File: src/rtl/keypad_lock_ctrl.sv
// Keypad passcode controller: buffers decoded keys, checks them against a stored
// code, and sequences unlock, denial, lockout and code programming.
module keypad_lock_ctrl #(
  parameter int                    CODE_LEN       = 4,
  parameter logic [4*CODE_LEN-1:0] DEFAULT_CODE   = 16'h0965,
  parameter int                    MAX_FAILS      = 3,
  parameter int                    UNLOCK_CYCLES  = 1000,
  parameter int                    LOCKOUT_CYCLES = 5000,
  parameter int                    ENTRY_TIMEOUT  = 2000
) (
  input  logic       clk,
  input  logic       rst,
  input  logic       key_valid,
  input  logic [3:0] key_code,
  output logic       scan_en,
  output logic       unlocked,
  output logic       granted,
  output logic       denied,
  output logic       locked_out,
  output logic       prog_done,
  output logic [2:0] digit_count,
  output logic [2:0] fail_count
);
  localparam int MAX_UL = (UNLOCK_CYCLES > LOCKOUT_CYCLES) ? UNLOCK_CYCLES : LOCKOUT_CYCLES;
  localparam int MAX_CYC = (MAX_UL > ENTRY_TIMEOUT) ? MAX_UL : ENTRY_TIMEOUT;
  localparam int TW = $clog2(MAX_CYC) + 1;
  // Loads are N-1 so the expiry edge lands exactly N edges after the load edge.
  localparam logic [TW-1:0] T_ENTRY  = TW'(ENTRY_TIMEOUT - 1);
  localparam logic [TW-1:0] T_UNLOCK = TW'(UNLOCK_CYCLES - 1);
  localparam logic [TW-1:0] T_LOCK   = TW'(LOCKOUT_CYCLES - 1);
  localparam logic [2:0]    LEN      = 3'(CODE_LEN);
  localparam logic [3:0]    FAIL_LIM = 4'(MAX_FAILS);

  typedef enum logic [2:0] {S_IDLE, S_ENTRY, S_CHECK, S_UNLOCKED, S_LOCKOUT, S_PROGRAM} state_t;
  typedef logic [CODE_LEN-1:0][3:0] code_t;

  state_t         state_q, state_d;
  code_t          buf_q, buf_d, buf_wr, code_q, code_d;
  logic [2:0]     cnt_q, cnt_d, fail_q, fail_d;
  logic [TW-1:0]  tmr_q, tmr_d;
  logic           scan_en_q, scan_en_d, unlocked_q, unlocked_d, locked_out_q, locked_out_d;
  logic           granted_q, granted_d, denied_q, denied_d, prog_done_q, prog_done_d;
  logic           is_digit, is_star, is_hash, is_prog, tmr_zero;

  always_comb begin
    is_digit = 1'b0;
    case (key_code)
      4'b0000, 4'b0001, 4'b0010, 4'b0100, 4'b0101,
      4'b0110, 4'b1000, 4'b1001, 4'b1010, 4'b1101: is_digit = key_valid;
      default: is_digit = 1'b0;
    endcase
  end

  assign is_star  = key_valid & (key_code == 4'b1100);
  assign is_hash  = key_valid & (key_code == 4'b1110);
  assign is_prog  = key_valid & (key_code == 4'b0011);
  assign tmr_zero = (tmr_q == '0);

  // Digit k of the entry lives in the same nibble as digit k of the code (digit 0 = MSBs).
  always_comb begin
    buf_wr = buf_q;
    for (int i = 0; i < CODE_LEN; i++)
      if (cnt_q == 3'(i)) buf_wr[CODE_LEN-1-i] = key_code;
  end

  always_comb begin
    state_d     = state_q;
    buf_d       = buf_q;
    code_d      = code_q;
    cnt_d       = cnt_q;
    fail_d      = fail_q;
    tmr_d       = tmr_q;
    granted_d   = 1'b0;
    denied_d    = 1'b0;
    prog_done_d = 1'b0;
    case (state_q)
      S_IDLE: begin
        tmr_d = '0;
        if (is_digit) begin
          buf_d           = '0;
          buf_d[CODE_LEN-1] = key_code;
          cnt_d           = 3'd1;
          tmr_d           = T_ENTRY;
          state_d         = S_ENTRY;
        end
      end
      S_ENTRY: begin
        if (is_digit) begin
          buf_d = buf_wr;
          cnt_d = cnt_q + 3'd1;
          tmr_d = T_ENTRY;
          if (cnt_q == LEN - 3'd1) state_d = S_CHECK;
        end else if (is_star || tmr_zero) begin
          buf_d   = '0;
          cnt_d   = '0;
          tmr_d   = '0;
          state_d = S_IDLE;
        end else begin
          tmr_d = tmr_q - TW'(1);
        end
      end
      S_CHECK: begin
        buf_d = '0;
        cnt_d = '0;
        if (buf_q == code_q) begin
          granted_d = 1'b1;
          fail_d    = '0;
          tmr_d     = T_UNLOCK;
          state_d   = S_UNLOCKED;
        end else if (({1'b0, fail_q} + 4'd1) < FAIL_LIM) begin
          denied_d = 1'b1;
          fail_d   = fail_q + 3'd1;
          tmr_d    = '0;
          state_d  = S_IDLE;
        end else begin
          denied_d = 1'b1;
          tmr_d    = T_LOCK;
          state_d  = S_LOCKOUT;
        end
      end
      S_UNLOCKED: begin
        if (tmr_zero || is_hash) begin
          tmr_d   = '0;
          state_d = S_IDLE;
        end else if (is_prog) begin
          buf_d   = '0;
          cnt_d   = '0;
          tmr_d   = T_ENTRY;
          state_d = S_PROGRAM;
        end else begin
          tmr_d = tmr_q - TW'(1);
        end
      end
      S_PROGRAM: begin
        if (is_digit && (cnt_q < LEN)) begin
          buf_d = buf_wr;
          cnt_d = cnt_q + 3'd1;
          tmr_d = T_ENTRY;
        end else if (is_hash && (cnt_q == LEN)) begin
          code_d      = buf_q;
          prog_done_d = 1'b1;
          buf_d       = '0;
          cnt_d       = '0;
          tmr_d       = '0;
          state_d     = S_IDLE;
        end else if (is_star || tmr_zero) begin
          buf_d   = '0;
          cnt_d   = '0;
          tmr_d   = '0;
          state_d = S_IDLE;
        end else begin
          tmr_d = tmr_q - TW'(1);
        end
      end
      S_LOCKOUT: begin
        if (tmr_zero) begin
          fail_d  = '0;
          state_d = S_IDLE;
        end else begin
          tmr_d = tmr_q - TW'(1);
        end
      end
      default: begin
        buf_d   = '0;
        cnt_d   = '0;
        tmr_d   = '0;
        state_d = S_IDLE;
      end
    endcase
    scan_en_d    = (state_d != S_LOCKOUT);
    unlocked_d   = (state_d == S_UNLOCKED);
    locked_out_d = (state_d == S_LOCKOUT);
  end

  always_ff @(posedge clk or posedge rst) begin
    if (rst) begin
      state_q      <= S_IDLE;
      buf_q        <= '0;
      code_q       <= DEFAULT_CODE;
      cnt_q        <= '0;
      fail_q       <= '0;
      tmr_q        <= '0;
      scan_en_q    <= 1'b1;
      unlocked_q   <= 1'b0;
      locked_out_q <= 1'b0;
      granted_q    <= 1'b0;
      denied_q     <= 1'b0;
      prog_done_q  <= 1'b0;
    end else begin
      state_q      <= state_d;
      buf_q        <= buf_d;
      code_q       <= code_d;
      cnt_q        <= cnt_d;
      fail_q       <= fail_d;
      tmr_q        <= tmr_d;
      scan_en_q    <= scan_en_d;
      unlocked_q   <= unlocked_d;
      locked_out_q <= locked_out_d;
      granted_q    <= granted_d;
      denied_q     <= denied_d;
      prog_done_q  <= prog_done_d;
    end
  end

  assign scan_en     = scan_en_q;
  assign unlocked    = unlocked_q;
  assign locked_out  = locked_out_q;
  assign granted     = granted_q;
  assign denied      = denied_q;
  assign prog_done   = prog_done_q;
  assign digit_count = cnt_q;
  assign fail_count  = fail_q;
endmodule

File: config.mk
export PLATFORM = sky130hd
export DESIGN_NAME = keypad_lock_ctrl
export DESIGN_NICKNAME = d
export VERILOG_FILES = /design/src/rtl/keypad_lock_ctrl.sv
export SDC_FILE = /design/constraint.sdc
export NUM_CORES = 1
export LEC_CHECK = 0
export CAP_MARGIN = 25
export CORE_MARGIN = 1.5
export CORE_UTILIZATION = 34
export CTS_CLUSTER_SIZE = 40
export DETAILED_ROUTE_END_ITERATION = 8
export GPL_TIMING_DRIVEN = 1
export PLACE_DENSITY_LB_ADDON = 0.12
export SLEW_MARGIN = 5
export SYNTH_ARGS = -nofsm -noshare
export SYNTH_HDL_FRONTEND = slang
export SYNTH_SLANG_ARGS = --single-unit
export TNS_END_PERCENT = 20
File: constraint.sdc
create_clock -name clk -period 3.8 [get_ports clk]
set_input_delay 0.95 -clock clk [delete_from_list [all_inputs] [get_ports clk]]
set_output_delay 0.95 -clock clk [all_outputs]
set_load 0.005 [all_outputs]
== Yosys cells after proc, flatten, opt, wreduce, memory -nomap -nowiden ==
Cells that the tools add are included.

* Shift operators: 0
* Magnitude comparators: 2
* Reduce and logical (&&, ||, !) cells: 13
* $mul: 0
* Bitwise logic cells: 5
* Multiplexer cells: 55
* Divide/modulo/power cells: 0
* Equal/unequal tests: 31
* Add/sub/neg operators: 4

{| class="wikitable"
|+ Operator list
! cell !! number
|-
| 2-to-1 mux 16 bit || 7
|-
| 2-to-1 mux 14 bit || 7
|-
| one-hot mux 14 bit (6 select lines) || 1
|-
| one-hot mux 16 bit (5 select lines) || 1
|-
| 2-to-1 mux 3 bit || 21
|-
| 2-to-1 mux 13 bit || 2
|-
| equality test 4 bit (second input constant) || 6
|-
| one-hot mux 3 bit (6 select lines) || 1
|-
| equality test 16 bit || 1
|-
| 2-to-1 mux 4 bit || 4
|-
| equality test 3 x 2 -> 1 bit (second input constant) || 5
|-
| one-hot mux 3 bit (5 select lines) || 1
|-
| logical NOT 14 bit || 1
|-
| subtractor 14 x 1 -> 14 bit (second input constant) || 1
|-
| equality test 3 bit (second input constant) || 4
|-
| equality test 4 x 3 -> 1 bit (second input constant) || 3
|-
| 2-to-1 mux 11 bit || 1
|-
| inequality test 2 bit (second input constant) || 5
|-
| OR reduction 10 bit || 1
|-
| equality test 4 x 2 -> 1 bit (second input constant) || 2
|-
| 2-to-1 mux 1 bit || 8
|-
| adder 3 x 1 -> 3 bit (second input constant) || 2
|-
| equality test 3 x 1 -> 1 bit (second input constant) || 2
|-
| logical NOT 3 bit || 2
|-
| 14 further kinds || 21
|}

* Input bits: 7
* Memories: 0
* Flip-flop bits (word level): 61
* Bits in writable memories: 0
* Output and inout port bits: 12
* ROM bits: 0
* Latch bits: 0

== Depth between registers and ports, before layout ==
Gate-level depths: netlist of the first run.

* Depth in word-level cells: 8
* Gate-level depth with buffers: 9
* Mapped depth without buffers: 8

== Worst setup path before layout of the first run ==
OpenSTA, ideal clock, no wires.

* Path type: input -> register
* From: input key_code[0]
* To: register code_q[10] (netlist name)
* Cell stages on the path: 6
* Path buffers: 2
* Arrival: 2363 ps
* Setup time: 125 ps
* Slack: 1312 ps
* Data required time: 3675 ps
* Cells stage by stage: buf_6 -> and4b_1 -> nand2_1 -> nor3_2 -> buf_2 -> mux2_2

* Longest elaborated chain between the ends: 6
* Elaborated cells on any way between the ends: 18
* Classes of those cells: eq/ne: 10; mux: 1; bitwise: 2; reduce/logical: 5

{| class="wikitable"
|+ RTL lines
! what !! line !! source
|-
| from (decl) || 14 || <nowiki>input logic [3:0] key_code,</nowiki>
|-
| equality test 4 x 1 -> 1 bit (tied with other cells) || 47 || <nowiki>case (key_code)</nowiki>
|-
| OR reduction 10 bit || 47 ||
|-
| 2-to-1 mux 1 bit || 47 ||
|-
| logical AND 1 bit || 135 || <nowiki>if (is_digit && (cnt_q < LEN)) begin</nowiki>
|-
| inverter 1 bit (no source line) || -- ||
|-
| AND reduction 3 bit (no source line) (*) || -- ||
|-
| to (signal assigned) || 192 || <nowiki>code_q <= code_d;</nowiki>
|-
| to (decl) || 38 || <nowiki>code_t buf_q, buf_d, buf_wr, code_q, code_d;</nowiki>
|}

Every way passes the cells marked *; elsewhere a longest branch is shown, timed or not.
A chain may end at the register's enable or synchronous reset.

== Worst setup path in the final report of the first run ==
* From: input key_code[3]
* To: register buf_q[7] (netlist name)

* Longest elaborated chain between the ends: 7
* Elaborated cells on any way between the ends: 32
* Classes of those cells: eq/ne: 15; mux: 7; bitwise: 3; reduce/logical: 7

{| class="wikitable"
|+ RTL lines
! what !! line !! source
|-
| equality test 4 bit || 54 || <nowiki>assign is_star = key_valid & (key_code == 4'b1100);</nowiki>
|-
| bitwise AND 1 bit || 54 ||
|-
| logical OR 1 bit || 93, 146 ||
|-
| 2-to-1 mux 16 bit || -- ||
|-
| 2-to-1 mux 16 bit || 139 || <nowiki>end else if (is_hash && (cnt_q == LEN)) begin</nowiki>
|-
| 2-to-1 mux 16 bit || 135 ||
|-
| one-hot mux 16 bit (5 select lines) || 76 || <nowiki>case (state_q)</nowiki>
|-
| to (signal assigned) || 191 || <nowiki>buf_q <= buf_d;</nowiki>
|-
| to (decl) || 38 ||
|}

Parallel ways exist; a longest one is shown, timed or not.

==> run summary, run 1 <==
Setup TNS -> 0 ps
Main synth FF type -> dfrtp_1
Hold Crit Class -> reg -> reg
Leakage -> 1.66 nW
Worst setup margin -> 744 ps
Insertion delay to the later sink of the worst-skew pair -> 350 ps
Hold Path Origin -> code_q[15]
Pwr Total -> 2.68 mW
First-pass GRT wire length -> 15100 um
Clk sink count -> 61
Unrepaired setup endpoints after global routing -> false
CTS tree -> built
CP Class -> in -> reg
Area Growth Syn to Fin -> 14.5%
Synthesized area per cell -> 10.3 um^2
Die ar. -> 10800 um^2
Worst-path maximum fanout -> 12
CTS clk-pin slew, worst paths -> 60 ps
Die width -> 104 um
Final WL -> 9060 um
Worst Setup End Kind -> flip-flop
Routability cong. -> 0.901
Layout cells sized above 1 -> 17.3%
Pin count of the biggest net entering global routing -> 62
Via/cell ratio -> 5.39
Seq cells post-synth -> 61
Vias in the first global route -> 2650
Cell area after synthesis -> 3470 um^2
Post-layout util -> 40.4%
H-tree Lvls -> 3
Drt wl/cell -> 18.2 um
Max Fclk -> 0.327 GHz
Req. time, crit path -> 3980 ps
Hold WS -> 528 ps
Layout fillers -> 1015
Max-Cap Viols -> 0
Initial core utilization -> 35.3%
Place WS -> 433 ps
Area leader, netlist -> dfrtp_1
Status -> finished, final reports clean
Crit-path slowest cell -> clkdlybuf4s50_1
Rel. slew slack -> 44.8%
Crit-path cells -> clkdlybuf4s50_1, and3b_1, or2_2, nor2_1, nand2_1, o311ai_0
Design Area, Final -> 3970 um^2
Post-Synthesis Net Count -> 351
Initial DRC Count -> 176
Post-synth top cells -> dfrtp_1 (54), nor2_1 (31), nand2_1 (28)
# rows -> 36
Post-route ant nets -> 0
FFs w/ async S/R, synth -> 100%
# setup viols final -> 0
Slew at the pin closest to its max-slew limit -> 826 ps
Reg2Reg Launch Point -> code_q[11]
Critical path arrival -> 3240 ps
Cell Count Post-Placement -> 481
Clk_skew -> 13.0 ps
Post-synth EDFFs -> 0
Seq/Total Area, Yosys -> 44.2%
Max VDD drop -> 0.000191 V
Area contributors post-synth -> dfrtp_1 (39%), mux2_2 (5.8%), xnor2_1 (5.8%)
Min Tclk post-route -> 3060 ps
Synth unique cells -> 61
Crit start category -> primary input
I/O pin total -> 19
Post-CTS Setup Bufs -> 0
Pins over their slew limit -> 0
Final hold vios -> 0
Yosys Warn Count -> 0
Top cell type's share of synthesized area -> 38.9%
Port buffer count -> 18
Routed vias -> 2681
Fin cells -> 497
Initial antenna violation count -> 0
CTS Root Cell -> clkbuf_8
Total core area -> 9820 um^2
Crit-path max cell delay -> 650 ps
Crit path max-delay family -> simple AND/OR/NAND/NOR gates
GRT Total Usage -> 18.0%
Antenna cells -> 0
CTS Hold Buffers Added -> 0
Cells after Synth -> 337
Num CTS Buffers -> 9
Post-CTS sizing -> 0
PD cells -> 675 nW/um^2
DP HPWL -> 6530 um
Cell Area, Placed -> 3780 um^2
Period utilization -> 80.4%
Die height -> 104 um
DRC viols -> 0
Setup crit start -> key_code[3]
Cell with the most instances after synthesis -> dfrtp_1
Total grt overflow -> 0
Buf+Inv Stages, Crit Path -> 1
Clock tree buffer depth -> 2
DR pass1 iterations -> 4
Nets -> 373
-- sequential cells by signal, indices dropped and copies added, names as in the netlist --
| register | flops |
|---|---|
| code_q | 16 |
| granted | 1 |
| unlocked | 1 |
| denied | 1 |
| prog_done | 1 |
| buf_q | 16 |
| digit_count | 3 |
| fail_count | 3 |
| tmr_q | 14 |
| locked_out | 1 |
| scan_en | 1 |
| state_q | 3 |
-- logic make-up (layout without fill, tap and decap cells) --
| family | count (synthesis) | in the layout | synth area share [%] |
|---|---|---|---|
| adder cells (fa/ha/maj) | 7 | 7 | 2.52 |
| AND/OR/NAND/NOR | 118 | 118 | 18.9 |
| AO/OA/AOI/OAI | 80 | 80 | 17.3 |
| multiplexers | 20 | 20 | 6.42 |
| XOR/XNOR | 27 | 27 | 6.82 |
| flip-flops | 61 | 61 | 44.2 |
| buffers and inverters | 24 | 51 | 3.82 |
-- area by class of cell --
type | instances | area, um^2 | share of cell area (%)
Multi-Input combinational cell | 252 | 1800 | 45.4
Inverter | 12 | 45.0 | 1.13
Tap cell | 133 | 166 | 4.19
Sequential cell | 61 | 1540 | 38.7
Timing Repair Buffer | 23 | 230 | 5.80
Clock inverter | 4 | 47.5 | 1.20
Clock buffer | 12 | 145 | 3.65
-- worst paths after layout --
kind	depth (start not counted)	end	slack, ps
setup reg to reg	6	fail_count[2]	1090
min in group asynchronous	3	fail_count[0]	1150
hold / removal	1	code_q[15]	530
max in group asynchronous	3	digit_count[1]	2140
setup / recovery	6	buf_q[7]	740
hold reg to reg	1	code_q[15]	530
-- routing by layer --
layer	track usage (%)	part of all wire (%)
met5	0	0
met4	4.86	1.2
met3	5.33	5.5
met2	25.6	43
met1	26.2	51
-- cell usage in the layout (no fill, tap or decap), drive strengths merged, types with 3 or more instances in the layout --
master,count
o311ai,3
a22o,13
clkbuf,12
o31ai,4
buf,5
a21bo,3
dfstp,7
nor2b,3
nand4,11
or3,3
o211ai,4
clkdlybuf4s50,18
nor4,7
nand3,5
xnor2,23
nand2,28
nor3b,5
o22ai,3
nor3,10
inv,12
o21ai,19
xor2,4
dfrtp,54
ha,7
a21oi,12
a31oi,3
nor2,31
o21bai,4
mux2,18
-- power breakdown --
group | internal (mW) | switching (mW) | leakage [nW] | total [mW]
sequential | 0.801 | 0.206 | 0.796 | 1.01
combinational | 0.461 | 0.628 | 0.764 | 1.09
clock | 0.319 | 0.265 | 0.0964 | 0.585
total | 1.58 | 1.10 | 1.66 | 2.68
(Power assumes the default switching activity.)
==> inputs of run 2 (changes only) <==
==> constraint.sdc (replaced) <==
create_clock -name clk -period 2.5 [get_ports clk]
set_input_delay 0.625 -clock clk [delete_from_list [all_inputs] [get_ports clk]]
set_output_delay 0.625 -clock clk [all_outputs]
set_load 0.005 [all_outputs]
==> run 2 against run 1 <==
Hold slack gained 5.2 ps. Clock-buffer cell count shrank 3. First-iteration DRC count grew 21%. Clock skew grew 5.1 ps. Critical path depth grew 1. Clock power grew 35%. Die area is the same. Critical endpoint is now buf_q[14]. Largest cell class unchanged.
==> run summary, run 2 (synthesis gave the netlist of run 1 again) <==
Status -> finished, final reports clean (unchanged)
P_int -> 2.48 mW (was 1.58 mW)
# setup viols final -> 0 (unchanged)
DR pass1 iterations -> 4 (unchanged)
Period utilization -> 94.7%
Total core area -> 9820 um^2 (unchanged)
Min Tclk post-route -> 2370 ps
Leakage -> 1.87 nW (was 1.66 nW)
Most frequent cells in the layout -> dfrtp_1 (54), buf_4 (46), nor2_1 (31), nand2_1 (28), xnor2_1 (23) (was dfrtp_1 (54), nor2_1 (31), nand2_1 (28), xnor2_1 (23))
Pin count of the biggest net entering global routing -> 62 (unchanged)
Max VDD drop -> 0.000351 V (was 0.000191 V)
Area Growth Syn to Fin -> 23.6% (was 14.5%)
CTS clk-pin slew, worst paths -> 70 ps (was 60 ps)
Worst-path maximum fanout -> 7 (was 12)
Post-CTS Setup Bufs -> 0 (unchanged)
CP Class -> in -> reg (unchanged)
CTS Root Cell -> clkbuf_8 (unchanged)
H-tree Lvls -> 3 (unchanged)
Die height -> 104 um (unchanged)
Crit start category -> primary input (unchanged)
Setup crit start -> key_code[0] (was key_code[3])
Max Fclk -> 0.422 GHz
Sequential Power Share -> 36.3% (was 37.6%)
Final hold vios -> 0 (unchanged)
Final WL -> 8840 um (was 9060 um)
Die width -> 104 um (unchanged)
Port buffer count -> 18 (unchanged)
Logic pwr share -> 45.0% (was 40.6%)
Max-Cap Viols -> 0 (unchanged)
Layout cells sized above 1 -> 26.5% (was 17.3%)
Clock tree buffer depth -> 2 (unchanged)
Unrepaired setup endpoints after global routing -> false (unchanged)
GRT Total Usage -> 17.1% (was 18.0%)
Rel. slew slack -> 62.8% (was 44.8%)
Antenna cells -> 0 (unchanged)
# rows -> 36 (unchanged)
Initial core utilization -> 35.3% (unchanged)
Nets -> 416 (was 373)
Routability cong. -> 0.855 (was 0.901)
CTS tree -> built (unchanged)
Crit-path max cell delay -> 590 ps (was 650 ps)
DRC viols -> 0 (unchanged)
CTS Hold Buffers Added -> 0 (unchanged)
Vias in the first global route -> 2654 (was 2650)
Switching portion of total power -> 41.2% (was 41.0%)
Hold Path Origin -> fail_count[0] (was code_q[15])
Die ar. -> 10800 um^2 (unchanged)
Slew at the pin closest to its max-slew limit -> 553 ps (was 826 ps)
Reg2Reg Launch Point -> tmr_q[0] (was code_q[11])
Initial antenna violation count -> 0 (unchanged)
Req. time, crit path -> 2790 ps (was 3980 ps)
Crit-path cells -> clkdlybuf4s50_1, and3b_1, or2_2, buf_4, nor3_1, buf_4, a22o_1 (was clkdlybuf4s50_1, and3b_1, or2_2, nor2_1, nand2_1, o311ai_0)
Insertion delay to the later sink of the worst-skew pair -> 350 ps (about the same)
Pwr Total -> 4.22 mW (was 2.68 mW)
Crit-path slowest cell -> clkdlybuf4s50_1 (unchanged)
Most common cell after layout, fill and taps aside -> dfrtp_1 (unchanged)
Routed vias -> 2842 (was 2681)
Worst Setup End Kind -> flip-flop (unchanged)
DP HPWL -> 6570 um (was 6530 um)
Post-layout util -> 43.7% (was 40.4%)
Hold Crit Class -> reg -> reg (unchanged)
Drt wl/cell -> 16.4 um (was 18.2 um)
Clk_skew -> 18.2 ps (was 13.0 ps)
I/O pin total -> 19 (unchanged)
Num CTS Buffers -> 9 (unchanged)
Total grt overflow -> 0 (unchanged)
Critical path arrival -> 2650 ps (was 3240 ps)
Worst path most repeated cell -> buf_4
Top flop regs -> buf_q (16), code_q (16), tmr_q (14) (unchanged)
Via/cell ratio -> 5.26 (was 5.39)
Post-route ant nets -> 0 (unchanged)
Clock share of power -> 18.7% (was 21.8%)
Initial DRC Count -> 213 (was 176)
Clk sink count -> 61 (unchanged)
Net switching power -> 1.74 mW (was 1.10 mW)
First-pass GRT wire length -> 14400 um (was 15100 um)
Pins over their slew limit -> 0 (unchanged)
Post-CTS sizing -> 0 (unchanged)
PD cells -> 983 nW/um^2 (was 675 nW/um^2)
## run 2: worst max-delay path, delay by kind of cell
kind | cells | cell delay (ps)
AOI/OAI and AO/OA | 1 | 120
buffers and inverters | 3 | 960
and+or+nand+nor | 3 | 950
## run 2: layer usage
metal  GRT usage, %  vias to the layer above  routed length [um]
li1               -                     1363                   -
met1           26.5                     1377                4670
met2           22.5                       91                3590
met3           4.14                       11                 477
met4           6.35                        0                 101
met5              0                        -                   0
## run 2: stage by stage
step | TNS, ps | instances | instance area [um^2] | worst slack, ps | hold slack [ps]
after CTS | 0 | 539 | 4280 | 174 | 538
after floorplan | 0 | 337 | 3470 | 337 | 502
after global placement | -3130 | 523 | 4110 | -201 | 511
after global routing | 0 | 540 | 4290 | 52.9 | 549
final | 0 | 540 | 4290 | 132 | 533
after detailed placement | -3250 | 523 | 4110 | -199 | 517
## run 2: area by class of cell
class	count	area (um^2)
clock buffer	9	124
clock inverter	7	50.0
fill	978	5530
inverter	12	45.0
multi-input combinational	252	1800
sequential	61	1540
tap	133	166
timing repair buffer	66	566
## run 2: power groups by stage
stage	Clock, mW	Sequential, mW	Combinational (mW)
finish	0.788	1.53	1.90
global route	0.870	1.56	2.10
CTS	0.820	1.52	1.90
floorplan	0	1.43	1.24
global placement	0	1.53	1.89
detailed placement	0	1.54	1.89
## run 2: worst paths after layout
path	to	slack, ps	cells after the start
setup / recovery	buf_q[14]	130	7
hold reg to reg	fail_count[0]	530	1
max in group asynchronous	code_q[11]	1520	3
min in group asynchronous	buf_q[12]	660	3
hold / removal	fail_count[0]	530	1
setup reg to reg	buf_q[14]	230	9
==> inputs of run 3 (changes only) <==
--- a/config.mk
+++ b/config.mk
@@ -10,7 +10,6 @@
 export CORE_UTILIZATION = 34
 export CTS_CLUSTER_SIZE = 40
 export DETAILED_ROUTE_END_ITERATION = 8
-export GPL_TIMING_DRIVEN = 1
 export PLACE_DENSITY_LB_ADDON = 0.12
 export SLEW_MARGIN = 5
 export SYNTH_ARGS = -nofsm -noshare
==> results of run 3 <==
No change in the layout: final DEF, timing and power equal those of run 2.
